$ cat config.mk
export PLATFORM = sky130hd
export DESIGN_NAME = ex_stage
export DESIGN_NICKNAME = d
export VERILOG_FILES = /design/src/rtl/ex_stage.sv
export SDC_FILE = /design/constraint.sdc
export NUM_CORES = 1
export LEC_CHECK = 0
export ABC_CLOCK_PERIOD_IN_PS = 5300
export CAP_MARGIN = 30
export CELL_PAD_IN_SITES_DETAIL_PLACEMENT = 0
export CELL_PAD_IN_SITES_GLOBAL_PLACEMENT = 2
export CORE_ASPECT_RATIO = 0.6
export CORE_UTILIZATION = 29
export DETAILED_ROUTE_END_ITERATION = 7
export PLACE_DENSITY_LB_ADDON = 0.1
export SLEW_MARGIN = 20
export SYNTH_ARGS = -nofsm -noshare
export SYNTH_HDL_FRONTEND = slang
export SYNTH_SLANG_ARGS = --single-unit
$ cat constraint.sdc
create_clock -name clk -period 5.3 [get_ports clk]
set_input_delay 1.06 -clock clk [delete_from_list [all_inputs] [get_ports clk]]
set_output_delay 1.06 -clock clk [all_outputs]
set_load 0.05 [all_outputs]
$ cat src/rtl/ex_stage.sv
// rtl/ex_stage.sv - EX pipeline stage: ALU, branch-target adder, destination mux and EX/MEM latch
// Optional feature: define EX_OVF_TRAP_EN to trap signed overflow on R-type add/sub.
module ex_stage (
  input  logic        clk,
  input  logic        reset,
  input  logic        stall,
  input  logic        flush,
  input  logic [1:0]  ctlwb_in,
  input  logic [2:0]  ctlm_in,
  input  logic        regdst,
  input  logic [1:0]  aluop,
  input  logic        alusrc,
  input  logic [31:0] npc,
  input  logic [31:0] rdata1,
  input  logic [31:0] rdata2,
  input  logic [31:0] s_extendout,
  input  logic [5:0]  funct,
  input  logic [4:0]  instr_2016,
  input  logic [4:0]  instr_1511,
  output logic [1:0]  mem_ctlwb_out,
  output logic [2:0]  mem_ctlm_out,
  output logic [31:0] add_result,
  output logic        zero,
  output logic [31:0] alu_result,
  output logic [31:0] rdata2out,
  output logic [4:0]  muxout,
  output logic        ovf
);

  localparam logic [5:0] F_ADD = 6'b100000;
  localparam logic [5:0] F_SUB = 6'b100010;
  localparam logic [5:0] F_AND = 6'b100100;
  localparam logic [5:0] F_OR  = 6'b100101;
  localparam logic [5:0] F_SLT = 6'b101010;

  logic [31:0] alu_b, sum, diff, alu_res;
  logic        slt_bit, ovf_trap;

  assign alu_b   = alusrc ? s_extendout : rdata2;
  assign sum     = rdata1 + alu_b;
  assign diff    = rdata1 - alu_b;
  assign slt_bit = $signed(rdata1) < $signed(alu_b);

  always_comb begin
    alu_res = '0;
    case (aluop)
      2'b00: alu_res = sum;
      2'b01: alu_res = diff;
      2'b10: begin
        case (funct)
          F_ADD:   alu_res = sum;
          F_SUB:   alu_res = diff;
          F_AND:   alu_res = rdata1 & alu_b;
          F_OR:    alu_res = rdata1 | alu_b;
          F_SLT:   alu_res = {31'b0, slt_bit};
          default: alu_res = '0;
        endcase
      end
      default: alu_res = '0;
    endcase
  end

`ifdef EX_OVF_TRAP_EN
  // Signed overflow: operands agree in sign (add) or differ (sub) and the result sign flips.
  logic add_ovf, sub_ovf;
  assign add_ovf  = (rdata1[31] == alu_b[31]) && (sum[31]  != rdata1[31]);
  assign sub_ovf  = (rdata1[31] != alu_b[31]) && (diff[31] != rdata1[31]);
  assign ovf_trap = (aluop == 2'b10) &&
                    (((funct == F_ADD) && add_ovf) || ((funct == F_SUB) && sub_ovf));
`else
  assign ovf_trap = 1'b0;
`endif

  logic [1:0]  wb_q, wb_d;
  logic [2:0]  m_q, m_d;
  logic [31:0] add_q, add_d, alu_q, alu_d, r2_q, r2_d;
  logic        zero_q, zero_d, ovf_q, ovf_d;
  logic [4:0]  mux_q, mux_d;

  always_comb begin
    wb_d   = wb_q;
    m_d    = m_q;
    add_d  = add_q;
    zero_d = zero_q;
    alu_d  = alu_q;
    r2_d   = r2_q;
    mux_d  = mux_q;
    ovf_d  = ovf_q;
    if (!stall || flush) begin
      wb_d   = {ctlwb_in[1] & ~ovf_trap, ctlwb_in[0]};
      m_d    = ctlm_in;
      add_d  = npc + s_extendout;
      zero_d = (alu_res == 32'd0);
      alu_d  = alu_res;
      r2_d   = rdata2;
      mux_d  = regdst ? instr_1511 : instr_2016;
      ovf_d  = ovf_trap;
      // A bubble keeps the data path values but must not write back or touch memory.
      if (flush) begin
        wb_d  = '0;
        m_d   = '0;
        ovf_d = 1'b0;
      end
    end
  end

  always_ff @(posedge clk) begin
    if (reset) begin
      wb_q   <= '0;
      m_q    <= '0;
      add_q  <= '0;
      zero_q <= 1'b0;
      alu_q  <= '0;
      r2_q   <= '0;
      mux_q  <= '0;
      ovf_q  <= 1'b0;
    end else begin
      wb_q   <= wb_d;
      m_q    <= m_d;
      add_q  <= add_d;
      zero_q <= zero_d;
      alu_q  <= alu_d;
      r2_q   <= r2_d;
      mux_q  <= mux_d;
      ovf_q  <= ovf_d;
    end
  end

  assign mem_ctlwb_out = wb_q;
  assign mem_ctlm_out  = m_q;
  assign add_result    = add_q;
  assign zero          = zero_q;
  assign alu_result    = alu_q;
  assign rdata2out     = r2_q;
  assign muxout        = mux_q;
  assign ovf           = ovf_q;

endmodule

==> summary.txt, run 1 <==
Clock network
  – # clock sinks: 107
  – # resized after CTS: 0
  – CTS tree: yes
  – CTS hold repair buffers: 0
  – Root Buffer: clkbuf_16
  – Worst-Skew Late Latency: 380 ps
  – Clock slew seen by the registers of the worst setup and hold paths: 90 ps
  – Htree depth: 3
  – Num CTS Buffers: 9
  – Post-CTS Setup Bufs: 0
  – CTS Buffer Depth: 2

Worst hold path
  – Worst hold path class: reg2reg

Timing
  – Worst Skew: 0 ps
  – Worst setup margin: 365 ps
  – RSZ-0062 raised after global routing: no
  – F_max: 203 MHz
  – Fin crit share: 93.1%
  – Max-slew headroom: 36.8%
  – Setup-failing EPs final: 0
  – Fin. Hold Viols: 0
  – Slew @ Worst Pin: 948 ps
  – Final number of max-transition violations: 0
  – Post-route minimum period: 4940 ps

Synthesis
  – Post-Syn Nets: 1,800
  – Cells after Synth: 1,495
  – EDFF count, synth: 0
  – YS warnings: 0
  – Ys flop type: dfxtp_1
  – Sequential fraction of the synthesis area: 19.3%
  – Synth cell types: 96
  – Synthesized cell area: 11,100 um2
  – Syn Area/Cell: 7.44 um2
  – Share of flip-flops with an asynchronous set or reset: 0%
  – Synthesized flop and latch total: 107

Die
  – Die Wd: 255 um
  – Die area: 39,200 um2
  – Core Rows: 55
  – Chip height: 154 um
  – Core area: 37,700 um2
  – I/O pins: 265
  – Initial core utilization: 29.5%

Routing
  – DR iter-0 viols: 760
  – Detailed Route WL: 47.7 mm
  – 1st-pass router iterations: 5
  – Post-route ant nets: 0
  – Routed vias/inst: 5.25
  – Remaining DRCs: 0
  – Via count: 12,100
  – Wire length per cell: 20.6 um

Global routing
  – Antenna violations before repair: 0
  – Tot GR Track Use: 24.1%
  – Largest net degree at the start of global routing: 69
  – GR peak layer: met2
  – Final global-route overflow total: 0
  – Met3 Usage GRT: 4.77%
  – Met1 GRT Util: 35.4%
  – First-pass GRT wire length: 71.7 mm
  – GRT met2 Usage: 35.7%
  – Vias in the first global route: 11,500

Status
  – Status: finished, final reports clean

Worst setup path
  – Critical Path RT: 5630 ps
  – Reg2reg setup slack: 4490 ps
  – Critical path class: in2reg
  – Largest fanout on the critical path: 4
  – WP data arrival: 5270 ps
  – Crit start category: primary input
  – Crit path capture type: flop

Final layout
  – Share of post-route cells with drive strength above 1: 9.84%
  – Post-Layout Cell Count: 2,311
  – Most frequent cells in the layout: clkdlybuf4s50_1 (261), nand2_1 (184), a21oi_1 (163)
  – Commonest non-fill, non-tap cell in the layout: clkdlybuf4s50_1
  – Final net count: 2,098
  – Util after Layout: 40.4%
  – Fillers: 3,973
  – N_diodes: 0
  – Layout area overhead: 37.0%

Pwr
  – Final Power: 0.00348 W
  – LEAKAGE: 6.66 nW
  – Worst VDD drop: 0.167 mV
  – Internal: 0.00195 W
  – PwrDens: 228 nW/um2
  – Switching share of power: 44.0%
  – Gate power share: 52.5%
  – Psw: 0.00153 W
  – Seq pwr share: 26.5%
  – Clock power frac: 21.0%

Placed design
  – Routability Congestion: 0.916
  – Pre-CTS WS: -40.5 ps
  – PortBufs: 263
  – Dpl hpwl: 38.2 mm
  – Placed cells: 2,295

Run
  – Max Cap Violations: 0
## power groups by stage
stage / sequential [W] / clock, W / combinational (W)
finish: 0.000922 / 0.000731 / 0.00183
global route: 0.000931 / 0.000786 / 0.00197
CTS: 0.000923 / 0.000768 / 0.00182
detailed placement: 0.000941 / 0 / 0.00181
global placement: 0.000939 / 0 / 0.00181
floorplan: 0.00120 / 0 / 0.000831
## final timing paths
kind                                    start                          end  cells after the start
setup / recovery               s_extendout[0]            zero$_SDFFE_PP0P_                     18
hold / removal     rdata2out[26]$_SDFFE_PP0P_   rdata2out[26]$_SDFFE_PP0P_                      2
setup reg to reg  alu_result[30]$_SDFFE_PP0P_  alu_result[30]$_SDFFE_PP0P_                      2
hold reg to reg    rdata2out[26]$_SDFFE_PP0P_   rdata2out[26]$_SDFFE_PP0P_                      2
## final cells by class
type	count	area [um2]	share of cell area, %
clock inverters	7	72.6	0.476
multi-input cells	1199	8250	54.2
flip-flops and latches	107	2140	14.1
repair buffers	375	3520	23.1
clock buffers	9	225	1.48
inverters	101	379	2.49
well taps	513	642	4.21
## synthesized netlist by cell type, types with 6 or more instances
cell type  count  area share, %
ha_1         145             16
or3_1         11           0.62
o221ai_1      12           0.94
a211oi_1      41            2.8
inv_1        100            3.4
nand2b_1      21            1.2
xnor2_1       21            1.7
nand3_1       16           0.72
nor2_1       128            4.3
nand2_1      184            6.2
a211o_1        8           0.63
o21a_1        11           0.74
nor4_1         9           0.51
a22oi_1        8           0.54
buf_4         11           0.74
nor3_1        33            1.5
a21o_1        31            2.1
xor2_1        11           0.87
mux2i_1       46            4.1
buf_2         11           0.49
a21oi_1      165            7.4
and2_1         7           0.39
buf_1         13           0.44
nor2b_1       13           0.73
a221o_1       10           0.90
clkbuf_1      52            1.8
nor4b_1        6           0.47
nand4_1       10           0.56
o21bai_1      21            1.4
o31a_1         6           0.47
a31oi_1       13           0.73
dfxtp_1      107             19
o211ai_1       9           0.61
o31ai_1       12           0.81
o21ai_0       60            2.7
o22ai_1       12           0.67
## routing by layer
layer | wire (um) | part of all wire, % | up-vias
met2 | 20200 | 42 | 388
met3 | 3230 | 6.8 | 37
met5 | 0 | 0 | -
met4 | 818 | 1.7 | 0
li1 | - | - | 5977
met1 | 23500 | 49 | 5735
## metrics by stage
step / instance area [um2] / hold WS [ps] / TNS [ps]
global placement: 14900 / 438 / 0
CTS: 15200 / 455 / 0
global route: 15200 / 467 / 0
finish: 15200 / 452 / 0
floorplan: 11100 / 659 / 0
detailed placement: 14900 / 443 / -40.5
## critical path: stages
cell             delay [ps]
clkdlybuf4s50_1         430
mux2i_1                 150
buf_4                   160
inv_1                    60
ha_1                    230
fa_1                    470
a21o_1                  220
o2bb2ai_1               190
o2111ai_1               410
buf_4                   190
a211oi_1                 70
nor4bb_1                330
a22oi_1                 150
nor3_1                  210
nand4_1                 200
nor4_2                  390
nand4_1                 180
o21ai_1                 150
## cell families (layout without fill, tap and decap cells)
logic type                 after synthesis  count (layout)  share of synthesized area, %
AOI/OAI and AO/OA                      492             492                          29.9
xor gates and xnor gates                32              32                          2.52
adders and majority gates              148             148                          16.9
buffers and inverters                  189             492                          6.94
DFF                                    107             107                          19.3
muxes                                   47              47                          4.24
other                                    1               1                        0.0337
and+or+nand+nor                        479             479                          20.3
## registers in the layout, indices dropped and copies added, names as in the netlist
register	flops
add_result	32
alu_result	32
rdata2out	32
muxout	5
mem_ctlm_out	3
mem_ctlwb_out	2
zero	1
Note: power is estimated with default switching activity, not from simulation.
==> run 2, diff against run 1 <==
--- a/config.mk
+++ b/config.mk
@@ -11,8 +11,9 @@
 export CELL_PAD_IN_SITES_GLOBAL_PLACEMENT = 2
 export CORE_ASPECT_RATIO = 0.6
 export CORE_UTILIZATION = 29
+export CTS_BUF_LIST = sky130_fd_sc_hd__clkbuf_8
 export DETAILED_ROUTE_END_ITERATION = 7
-export PLACE_DENSITY_LB_ADDON = 0.1
+export PLACE_DENSITY = 0.83
 export SLEW_MARGIN = 20
 export SYNTH_ARGS = -nofsm -noshare
 export SYNTH_HDL_FRONTEND = slang
==> summary.txt, run 2 (same netlist as run 1, synthesis figures left out) <==
Pwr
  – PwrDens: 219 nW/um2 (-4.2%)
  – Worst VDD drop: 0.125 mV (-25%)
  – LEAKAGE: 6.49 nW (-2.5%)

Routing
  – Wire length per cell: 20.1 um (-2.5%)
  – DR iter-0 viols: 892 (+17%)
  – Routed vias/inst: 5.31 (+1.2%)
  – Via count: 12,200 (+0.19%)
  – Remaining DRCs: 0 (unchanged)
  – Post-route ant nets: 0 (unchanged)
  – Detailed Route WL: 46.0 mm (-3.5%)
  – 1st-pass router iterations: 5 (unchanged)

Global routing
  – First-pass GRT wire length: 70.0 mm (-2.4%)
  – Vias in the first global route: 11,900 (+2.7%)
  – Largest net degree at the start of global routing: 73 (+5.8%)
  – Antenna violations before repair: 1 (+1)
  – Final global-route overflow total: 0 (unchanged)
  – Tot GR Track Use: 23.2% (-0.87 points)

Worst setup path
  – WP data arrival: 5480 ps (+210 ps)
  – Buf/Inv on CP: 3 (-1)
  – Crit-path max cell delay: 450 ps (-20 ps)
  – Largest fanout on the critical path: 3 (-1)
  – Crit path top cell by count: nand4_1
  – Critical path class: in2reg
  – Cell family with most CP delay: simple AND/OR/NAND/NOR gates
  – Crit-path slowest cell: fa_1
  – Crit path capture type: flop
  – Crit start category: primary input
  – Crit path cell chain: clkdlybuf4s50_1 > mux2i_1 > buf_4 > inv_1 > ha_1 > fa_1 > o21bai_1 > a211o_1 > a21o_1 > xnor2_1 > a221o_1 > nor4_1 > nand4_1 > nor3_1 > nand4_1 > nor4_2 > nand4_1 > o21ai_1
  – Critical Path RT: 5680 ps (+50 ps)

Clock network
  – Htree depth: 3 (unchanged)
  – CTS tree: yes
  – Worst-Skew Late Latency: 440 ps (+60 ps)
  – CTS Buffer Depth: 2 (unchanged)
  – Clock slew seen by the registers of the worst setup and hold paths: 120 ps (+30 ps)
  – Root Buffer: clkbuf_8
  – Num CTS Buffers: 9 (unchanged)
  – # clock sinks: 107 (unchanged)

Final layout
  – Util after Layout: 39.7% (-0.75 points)
  – Most frequent cells in the layout: clkdlybuf4s50_1 (261), nand2_1 (184), a21oi_1 (163)
  – Final net count: 2,074 (-1.1%)
  – Multi-input logic area: 8270 um2 (+0.18%)
  – Fillers: 3,967 (-0.15%)
  – Finished Cell Area: 15,000 um2 (-1.9%)
  – Commonest non-fill, non-tap cell in the layout: clkdlybuf4s50_1
  – Post-Layout Cell Count: 2,288 (-1.0%)
  – Layout area overhead: 34.4%
  – Share of post-route cells with drive strength above 1: 8.62% (-1.2 points)
  – Reg area: 2140 um2 (unchanged)

Timing
  – Setup-failing EPs final: 0 (unchanged)
  – F_max: 196 MHz (-3.2%)
  – Final number of max-transition violations: 0 (unchanged)
  – Fin. Hold Viols: 0 (unchanged)
  – Fin crit share: 96.2% (+3.1 points)
  – Worst Skew: 0 ps (unchanged)
  – Worst setup margin: 202 ps (-163 ps)
  – Setup TNS: 0 ps (unchanged)
  – Max-slew headroom: 32.3% (-4.5 points)
  – Slew @ Worst Pin: 1010 ps (+65.3 ps)
  – RSZ-0062 raised after global routing: no
  – Post-route minimum period: 5100 ps (+163 ps)

Die
  – Core Rows: 55 (unchanged)
  – Chip height: 154 um (unchanged)
  – Core area: 37,700 um2 (unchanged)
  – I/O pins: 265 (unchanged)
  – Die Wd: 255 um (unchanged)
  – Initial core utilization: 29.5% (unchanged)
  – Die area: 39,200 um2 (unchanged)

Placed design
  – PortBufs: 263 (unchanged)
  – Pre-CTS WS: -232 ps (-191 ps)
  – Dpl hpwl: 36.3 mm (-5.0%)
  – Placed cells: 2,271 (-1.0%)
  – Routability Congestion: 0.948 (+3.5%)
  – Placed cell area: 14,800 um2 (-1.2%)

Run
  – Max Cap Violations: 0 (unchanged)

Worst hold path
  – Worst hold path class: reg2reg

Status
  – Status: finished, final reports clean
-- run 2: cell type report --
class / instances / share of cell area (%)
Clock buffer: 9 / 0.828
Inverter: 101 / 2.54
Antenna cell: 1 / 0.0167
Timing Repair Buffer: 351 / 22.3
Multi-Input combinational cell: 1199 / 55.3
Tap cell: 513 / 4.29
Sequential cell: 107 / 14.3
Clock inverter: 7 / 0.402
-- run 2: per-stage QoR --
step,power (W),hold WS (ps)
after floorplan,0.00203,659
after global placement,0.00271,437
after detailed placement,0.00271,442
after CTS,0.00328,460
after global routing,0.00347,471
final,0.00327,459
-- run 2: timing repair --
action                                  CTS  global route
buffers inserted                          0             0
gates resized for setup                   0             2
hold buffers                              0             0
endpoints found under the setup margin    0             1
-- run 2: worst min-delay path, cell delays in order (launching register included) --
cell and delay (ps):
dfxtp_1 330, nand2_1 50, a21oi_1 50
-- run 2: worst paths after layout --
check	from	endpoint	slack, ps	cells after the start
min reg2reg	add_result[15]$_SDFFE_PP0P_	add_result[15]$_SDFFE_PP0P_	460	2
max	s_extendout[0]	zero$_SDFFE_PP0P_	200	18
max reg2reg	add_result[19]$_SDFFE_PP0P_	add_result[19]$_SDFFE_PP0P_	4560	2
min	add_result[15]$_SDFFE_PP0P_	add_result[15]$_SDFFE_PP0P_	460	2
-- run 2: power by group --
group,internal [W],switching (W)
logic,0.000717,0.00108
clock network,0.000180,0.000377
registers,0.000881,0.0000409
total,0.00178,0.00149
-- run 2: metal layers --
layer,GRT usage (%),vias to the layer above,wire (um),part of all wire [%]
li1,-,5911,-,-
met1,33.7,5822,22800,49
met2,34.5,394,19300,42
met3,5.25,33,3130,6.8
met4,5.19,0,804,1.7
met5,0,-,0,0
